File: src/rtl/lcs_engine.sv
// Longest-common-subsequence engine: fills a DP table one cell per clock, then
// backtracks to produce the LCS length and a left-justified, PAD-filled string.
module lcs_engine #(
    parameter int unsigned   MAX_LEN = 16,
    parameter int unsigned   CW      = 8,
    parameter logic [CW-1:0] PAD     = CW'('h20),
    parameter int unsigned   LW      = $clog2(MAX_LEN + 1)
) (
    input  logic                   clk,
    input  logic                   reset,
    input  logic                   start,
    input  logic [MAX_LEN*CW-1:0]  str_a,
    input  logic [LW-1:0]          len_a,
    input  logic [MAX_LEN*CW-1:0]  str_b,
    input  logic [LW-1:0]          len_b,
    output logic                   busy,
    output logic                   done,
    output logic                   err,
    output logic [LW-1:0]          lcs_len,
    output logic [MAX_LEN*CW-1:0]  lcs_str
);

    localparam int unsigned           IW   = (MAX_LEN > 1) ? $clog2(MAX_LEN) : 1;
    localparam logic [LW-1:0]         MAXL = LW'(MAX_LEN);
    localparam logic [LW-1:0]         ONE  = LW'(1);
    localparam logic [LW-1:0]         TWO  = LW'(2);
    localparam logic [MAX_LEN*CW-1:0] PADS = {MAX_LEN{PAD}};

    typedef enum logic [2:0] {S_IDLE, S_LOAD, S_FILL, S_TRACE, S_DONE} state_t;
    state_t state_q, state_d;

    logic [MAX_LEN*CW-1:0] a_q, b_q, lcs_str_q;
    logic [LW-1:0]         la_q, lb_q, i_q, j_q, k_q, lcs_len_q;
    logic                  err_q;
    // dp_q[r][c] holds dp[r+1][c+1]; row/column 0 of the table is implicit zero
    logic [LW-1:0]         dp_q [MAX_LEN][MAX_LEN];

    logic [LW-1:0] im1, im2, jm1, jm2;
    logic [LW-1:0] diag, up, left, cell_val, i_tr, j_tr;
    logic [CW-1:0] ch_a, ch_b;
    logic          match, trace_end, last_cell, req_ok, zero_len;
    int unsigned   str_off;

    function automatic logic [CW-1:0] char_at(input logic [MAX_LEN*CW-1:0] s,
                                              input logic [LW-1:0] pos);
        int unsigned p;
        p = 32'(pos);
        if (pos == '0 || pos > MAXL) return '0;
        return s[(MAX_LEN - p) * CW +: CW];
    endfunction

    always_comb begin
        im1       = i_q - ONE;
        im2       = i_q - TWO;
        jm1       = j_q - ONE;
        jm2       = j_q - TWO;
        ch_a      = char_at(a_q, i_q);
        ch_b      = char_at(b_q, j_q);
        match     = (ch_a == ch_b);
        diag      = (i_q < TWO || j_q < TWO) ? '0 : dp_q[im2[IW-1:0]][jm2[IW-1:0]];
        up        = (i_q < TWO || j_q == '0) ? '0 : dp_q[im2[IW-1:0]][jm1[IW-1:0]];
        left      = (i_q == '0 || j_q < TWO) ? '0 : dp_q[im1[IW-1:0]][jm2[IW-1:0]];
        cell_val  = match ? diag + ONE : ((up >= left) ? up : left);
        i_tr      = i_q;
        j_tr      = j_q;
        if (match) begin
            i_tr = im1;
            j_tr = jm1;
        end else if (up >= left) begin
            i_tr = im1;
        end else begin
            j_tr = jm1;
        end
        trace_end = (i_tr == '0) || (j_tr == '0);
        last_cell = (i_q == la_q) && (j_q == lb_q);
        req_ok    = (len_a <= MAXL) && (len_b <= MAXL);
        zero_len  = (la_q == '0) || (lb_q == '0);
        str_off   = (MAX_LEN - 32'd1 - 32'(k_q)) * CW;
    end

    always_ff @(posedge clk) begin
        if (reset) state_q <= S_IDLE;
        else       state_q <= state_d;
    end

    // TRACE exits on the post-move indices, so an empty string skips it entirely
    always_comb begin
        state_d = state_q;
        case (state_q)
            S_IDLE:  if (start) state_d = req_ok ? S_LOAD : S_DONE;
            S_LOAD:  state_d = zero_len ? S_DONE : S_FILL;
            S_FILL:  if (last_cell) state_d = S_TRACE;
            S_TRACE: if (trace_end) state_d = S_DONE;
            S_DONE:  state_d = S_IDLE;
            default: state_d = S_IDLE;
        endcase
    end

    always_comb begin
        busy = (state_q == S_LOAD) || (state_q == S_FILL) || (state_q == S_TRACE);
        done = (state_q == S_DONE);
    end

    always_ff @(posedge clk) begin
        if (reset) begin
            a_q       <= '0;
            b_q       <= '0;
            la_q      <= '0;
            lb_q      <= '0;
            i_q       <= '0;
            j_q       <= '0;
            k_q       <= '0;
            err_q     <= 1'b0;
            lcs_len_q <= '0;
            lcs_str_q <= PADS;
        end else begin
            case (state_q)
                S_IDLE: begin
                    if (start) begin
                        a_q       <= str_a;
                        b_q       <= str_b;
                        la_q      <= len_a;
                        lb_q      <= len_b;
                        lcs_len_q <= '0;
                        lcs_str_q <= PADS;
                        err_q     <= !req_ok;
                    end
                end
                S_LOAD: begin
                    i_q <= ONE;
                    j_q <= ONE;
                end
                S_FILL: begin
                    if (last_cell) begin
                        lcs_len_q <= cell_val;
                        k_q       <= cell_val - ONE;
                    end else if (j_q == lb_q) begin
                        i_q <= i_q + ONE;
                        j_q <= ONE;
                    end else begin
                        j_q <= j_q + ONE;
                    end
                end
                S_TRACE: begin
                    if (match) begin
                        lcs_str_q[str_off +: CW] <= ch_a;
                        k_q                      <= k_q - ONE;
                    end
                    i_q <= i_tr;
                    j_q <= j_tr;
                end
                default: ;
            endcase
        end
    end

    always_ff @(posedge clk) begin
        if (state_q == S_FILL) dp_q[im1[IW-1:0]][jm1[IW-1:0]] <= cell_val;
    end

    assign err     = err_q;
    assign lcs_len = lcs_len_q;
    assign lcs_str = lcs_str_q;

endmodule

File: config.mk
export PLATFORM = sky130hd
export DESIGN_NAME = lcs_engine
export DESIGN_NICKNAME = d
export VERILOG_FILES = /design/src/rtl/lcs_engine.sv
export SDC_FILE = /design/constraint.sdc
export NUM_CORES = 2
export LEC_CHECK = 0
export BUFFER_PORTS_ARGS = -buffer_cell sky130_fd_sc_hd__buf_2
export CAP_MARGIN = 20
export CORE_AREA = 2 2 471 473
export CTS_CLUSTER_DIAMETER = 50
export CTS_CLUSTER_SIZE = 30
export DETAILED_ROUTE_END_ITERATION = 16
export DIE_AREA = 0 0 473 475
export SYNTH_ARGS = -nofsm -noshare
export SYNTH_HDL_FRONTEND = slang
export SYNTH_SLANG_ARGS = --single-unit
File: constraint.sdc
create_clock -name clk -period 12 [get_ports clk]
set_input_delay 0.6 -clock clk [delete_from_list [all_inputs] [get_ports clk]]
set_output_delay 0.6 -clock clk [all_outputs]
set_load 0.02 [all_outputs]
# Word level (Yosys, flattened, before mapping)
# Memory sizes are Yosys's and may differ from the RTL's.
# Index checks and enable logic that the tools add are counted.
# totals
ram_bits,1280
mem_count,1
wordCells,135
out_inout_bits,136
in_bits,269
register_bits,418
# classes
order_cmp,10
n_bitwise,2
eq_ne,13
muxes,50
reduce_logical,31
add_sub_neg,13
shifts,4
# mem_list
name,words,word_bits,rd,rd_ports_with_merged_regs,write_ports,line,source
dp_q,16,80,2,0,1,36,logic [LW-1:0] dp_q [MAX_LEN][MAX_LEN];
# ops
cell,count
128-bit two-way mux,2
128-bit case mux with 2 select lines,1
128-bit by 33-bit indexed part select with 8-bit output,2
128-bit bitwise mux,1
8-bit by 34-bit variable shift with 128-bit output (first input constant),1
8-bit by 34-bit indexed part select with 128-bit output,1
5-bit two-way mux,24
80-bit two-way mux,1
5-bit binary-select mux with 4-bit select,3
32-bit negator with 34-bit output,1
8-bit two-way mux,4
5-bit logical NOT,6
5-bit case mux with 3 select lines,2
5-bit demux with 4-bit select,1
5-bit case mux with 2 select lines,2
5-bit by 1-bit subtractor with 5-bit output (second input constant),4
5-bit by 1-bit adder with 5-bit output (second input constant),3
3-bit two-way mux,5
3-bit AND reduction,5
2-bit != test (second input constant),6
3-bit case mux with 4 select lines,1
5-bit by 5-bit subtractor with 6-bit output (first input constant),2
5-bit equality test,2
5-bit greater-or-equal comparator (second input constant),2
other kinds (20),41

# Longest topological paths before layout
# logic_depth
ltp_word,13
mapped_depth,36
depth_no_buf,28

# Worst setup path after synthesis
# No wires, ideal clock.
# synth_timing
path_kind,register -> register
from,register i_q[0]
to,register k_q[4]
path_buffers,9
setup_ps,59
setup_slack_ps,300
path_stages_with_launch,31
arrival_time_ps,11641
t_required_ps,11941
synth_period_minus_slack_ps,11700
cell_sequence,dfxtp_1 > buf_6 > buf_6 > buf_4 > buf_6 > clkinv_1 > ha_1 > buf_4 > buf_4 > buf_2 > buf_2 > buf_2 > mux4_2 > mux4_2 > o22ai_1 > o41ai_1 > o21ai_1 > or3_1 > ha_1 > a21oi_1 > nor2b_1 > o21ai_0 > o2bb2ai_1 > nand2_1 > o22a_1 > mux2i_2 > mux2i_1 > ha_1 > nor3b_2 > o32a_1 > nand2_1
# synth_between
elab_chain_cells,12
elab_cells_between_ends,39
classes_between,add/sub (5); order compare (3); eq/ne (4); shift (1); mux (18); reduce/logical (7); memory (1)
# synth_lines
item,line,source
"start, declared",33,"logic [LW-1:0] la_q, lb_q, i_q, j_q, k_q, lcs_len_q;"
"start signal, assigned",138,i_q <= i_q + ONE;
"start signal, assigned",149,i_q <= i_tr;
5-bit by 1-bit subtractor with 5-bit output / 4-bit by 2-bit subtractor with 4-bit output (equally long branches),"53, 54",
memory read 16 x 80 bit,n/a,
"5-bit binary-select mux with 4-bit select, on equally long branches","62, 61",
"5-bit two-way mux, on equally long branches (3 in series)","62, 61",
5-bit greater-or-equal comparator,63,cell_val = match ? diag + ONE : ((up >= left) ? up : left);
5-bit two-way mux,63,
5-bit two-way mux *,63,
net cell_val[0],39,"logic [LW-1:0] diag, up, left, cell_val, i_tr, j_tr;"
5-bit by 1-bit subtractor with 5-bit output *,136,k_q <= cell_val - ONE;
5-bit two-way mux *,134,if (last_cell) begin
5-bit case mux with 2 select lines *,117,case (state_q)
"end signal, assigned",136,
"end signal, assigned",147,k_q <= k_q - ONE;
"end, declared",33,
# The timed path passes the listed nets; every way through them passes the cells marked *. The select of a mux whose other input is x is not followed.
# A chain may end at the register's enable or synchronous reset.

# Final worst setup path
# layout_timing
from,register i_q[0]
to,"memory dp_q[11][71] (netlist name), data pin"
# layout_between
elab_chain_cells,9
elab_cells_between_ends,31
classes_between,add/sub (4); order compare (3); eq/ne (1); shift (1); mux (16); reduce/logical (5); memory (1)
# layout_lines
item,line
5-bit by 1-bit subtractor with 5-bit output / 4-bit by 2-bit subtractor with 4-bit output (equally long branches),"53, 54"
memory read 16 x 80 bit,n/a
"5-bit binary-select mux with 4-bit select, on equally long branches","62, 61"
"5-bit two-way mux, on equally long branches (3 in series)","62, 61"
5-bit greater-or-equal comparator,63
5-bit two-way mux,63
5-bit two-way mux *,63
net cell_val[1],39
"end, declared",36
# Marks and branches as above.

==> flow_summary.toml <==
[power]
combPwrFrac_pct = 13.9
pwr-share-clk_pct = 39.5
peakVddDrop_uv = 147
power.density_mw_per_mm2 = 148
leakagePower_nw = 29.6
p_switching_w = 0.00394
seqPwrFrac_pct = 46.6
swShare_pct = 28.6
cell_internal_pwr_w = 0.00984

[floorplan]
die_area_sq_mm = 0.225
dieHeight_microns = 475
die_w_microns = 473
io_pins = 405
start_util_pct = 36.9
coreArea_sq_mm = 0.219
num_rows = 172

[layout]
drive_above_1_share_pct = 25.2
finalNetCount = 6445
final_core_util_pct = 42.6
syn2layout_area_growth_pct = 15.6

[worst_hold_path]
hold_path_class = "primary input to register"

[setup_path]
cp.arrival_ns = 10.09
reg2reg_setup_slack_ns = 2.35
startpoint_type = "register"
required_ns = 12.44
cp_max_fo = 98
end_kind = "register"
criticalPathCategory = "register to register"

[timing]
slew_headroom_pct = 17.6
tightest_slew_ns = 1.23
hold_violations = 0
clock_skew_ns = 0.0705
tns_ns = 0
period_minus_slack_ns = 9.65
clock.fmax_mhz = 104
rsz0062_at_grt = "no"
setup_violations = 0
drv_slew = 0
holdWs_ns = 0.0669
fin_crit_sh_pct = 80.4

[global_route]
grt_use_total_pct = 24.7
grt.overflow.total = 0
grt_start_max_net_pins = 185
grt_pass1_wl_microns = 403000
antenna_found_initial = 7
grt_pass1_vias = 55000

[drt]
detail-route-antenna-nets = 0
num_vias = 56500
post_drt_wl_per_cell_microns = 30.9
drt-vias-per-instance = 6.18
drt_first_pass_iters = 8
post-route-drc-count = 0
drt_iter0_drc = 7566
routed_wl_microns = 283000

[synth]
netlist_area_sq_mm = 0.0807
synthMuxAreaShare_pct = 22.3
synth_top_family_by_area = "multiplexers"
synth-seq-cells = 1698
seq_area_frac_synth_pct = 58.0
ys_types = 95
synth-simple-area-share_pct = 8.52
synth_area_per_cell_sq_um = 14.3
syn-instance-count = 5664
synth_xor_area_share_pct = 0.395
ys_warn_count = 0
synth-main-ff-cell = "edfxtp_1"
ys_top_cells_by_area = "edfxtp_1, mux4_2, dfxtp_1"
async_reset_ff_share_pct = 0
synthAdderAreaFrac_pct = 0.542
synth_compound_area_share_pct = 7.20
syn_nets = 5968
synth_edf_count = 1280
yosysTopAreaCellShare_pct = 47.6
synth_area_leader_cell = "edfxtp_1"

[placed_design]
port-buffer-count = 404
place_congestion = 1.00
dpl.hpwl_microns = 189000

[clock_tree]
cts_max_path_buffers = 3
clk_latency_ns = 0.86
cts_num_sinks = 1698
cts_root_buffer = "clkbuf_16"
post_cts_resized = 0
clkTransAtPathRegs_ns = 0.08
cts-buffers-inserted = 154
cts_tree = "built"
cts_htree_levels = 4

[flow_run]
cap_viol_max_count = 0

[outcome]
outcome = "complete, no violations"
cell usage after synthesis (all sizes together) (7+ instances only):
cell,count
a2111oi,11
a211o,28
a211oi,12
a21o,12
a21oi,340
a221o,7
a221oi,70
a22oi,163
a31oi,14
a41oi,9
and2,25
and3,19
buf,214
clkbuf,227
dfxtp,418
edfxtp,1280
ha,35
inv,19
mux2,23
mux2i,221
mux4,689
nand2,801
nand2b,22
nand3,102
nand4,34
nor2,508
nor2b,15
nor3,58
nor3b,7
nor4,13
o211ai,16
o21ai,81
o22ai,12
o41ai,11
or2,13
or4,7
xnor2,17
xor2,16
sequential cells by signal (all words and copies together), names as in the netlist:
name / count
err: 1
i_q: 5
j_q: 5
dp_q: 1280
lcs_len: 5
k_q: 5
b_q: 128
lb_q: 5
lcs_str: 128
a_q: 128
state_q: 3
la_q: 5
metrics by stage:
| stage | setup WS (ns) | std cells | power [W] | instance area, sq um |
|---|---|---|---|---|
| after floorplan | 0.300 | 5664 | 0.00764 | 80700 |
| after global placement | 2.61 | 8623 | 0.00832 | 85300 |
| after detailed placement | 2.56 | 8624 | 0.00834 | 85300 |
| after CTS | 2.49 | 9143 | 0.0138 | 93300 |
| after global routing | 2.09 | 9146 | 0.0141 | 93300 |
| final | 2.35 | 9149 | 0.0138 | 93300 |
metal layers:
layer | vias up | track usage [%] | wire, microns
met5 | - | 0 | 34
met4 | 4 | 12.3 | 16300
met3 | 679 | 5.02 | 29200
met2 | 3571 | 38.5 | 129000
met1 | 29100 | 32.9 | 109000
li1 | 23200 | - | -
placed cells by master, fill, tap and decap left out, drive strengths merged, types with 58 or more instances in the layout:
cell,Yosys,final
a21oi,340,340
a221oi,70,70
a22oi,163,163
buf,214,530
clkbuf,227,167
clkinv,2,61
dfxtp,418,418
dlygate4sd3,0,232
edfxtp,1280,1280
inv,19,68
mux2i,221,221
mux4,689,689
nand2,801,801
nand3,102,102
nor2,508,508
nor3,58,58
o21ai,81,81
timing repair:
item / CTS / global route
setup buffers: 0 / 0
hold endpoints to repair: 232 / 0
hold buffers: 232 / 0
power groups by stage:
stage	Clock, W	Sequential (W)	Combinational, W
CTS	0.00550	0.00641	0.00186
detailed placement	0	0.00655	0.00179
finish	0.00544	0.00641	0.00192
global placement	0	0.00654	0.00178
global route	0.00572	0.00642	0.00197
floorplan	0	0.00654	0.00110
layout make-up:
class	instances	area, sq um
Antenna cell	6	15.0
Clock buffer	167	4040
Clock inverter	120	1620
Fill cell	19500	126000
Inverter	21	90.1
Multi-Input combinational cell	3504	31700
Sequential cell	1698	46800
Tap cell	2871	3590
Timing Repair Buffer	762	5400
cells by family (layout without fill, tap and decap cells):
group	Yosys count	in the layout
buf+inv	462	1070
simple gates	1637	1637
xor+xnor	33	33
mux	933	933
other cells	0	6
flops	1698	1698
fa+ha+maj	35	35
compound gates	866	866
final timing paths:
check	from	to	cells after the start
worst max register to register	i_q[0]	dp_q[11][71]	21
worst max-delay path	i_q[0]	dp_q[11][71]	21
worst min register to register	a_q[48]	a_q[48]	2
worst min-delay path	str_a[26]	a_q[26]	3
critical path, cell delays in order (launching register included):
cell	delay, ns
dfxtp_4	0.71
clkinv_1	0.73
ha_4	1.18
buf_4	0.69
mux4_2	0.36
mux4_2	0.30
o22ai_1	0.14
a31o_2	0.26
o41ai_1	0.74
o21ai_1	0.30
or3_1	0.39
ha_1	0.30
a21oi_1	0.12
nor2b_1	0.06
o21ai_0	0.15
o2bb2ai_1	0.20
or2b_1	0.25
nand2b_1	0.13
o21ai_0	0.12
mux2i_1	0.80
inv_6	0.46
buf_4	0.53
Power figures use the tool's default switching activity.
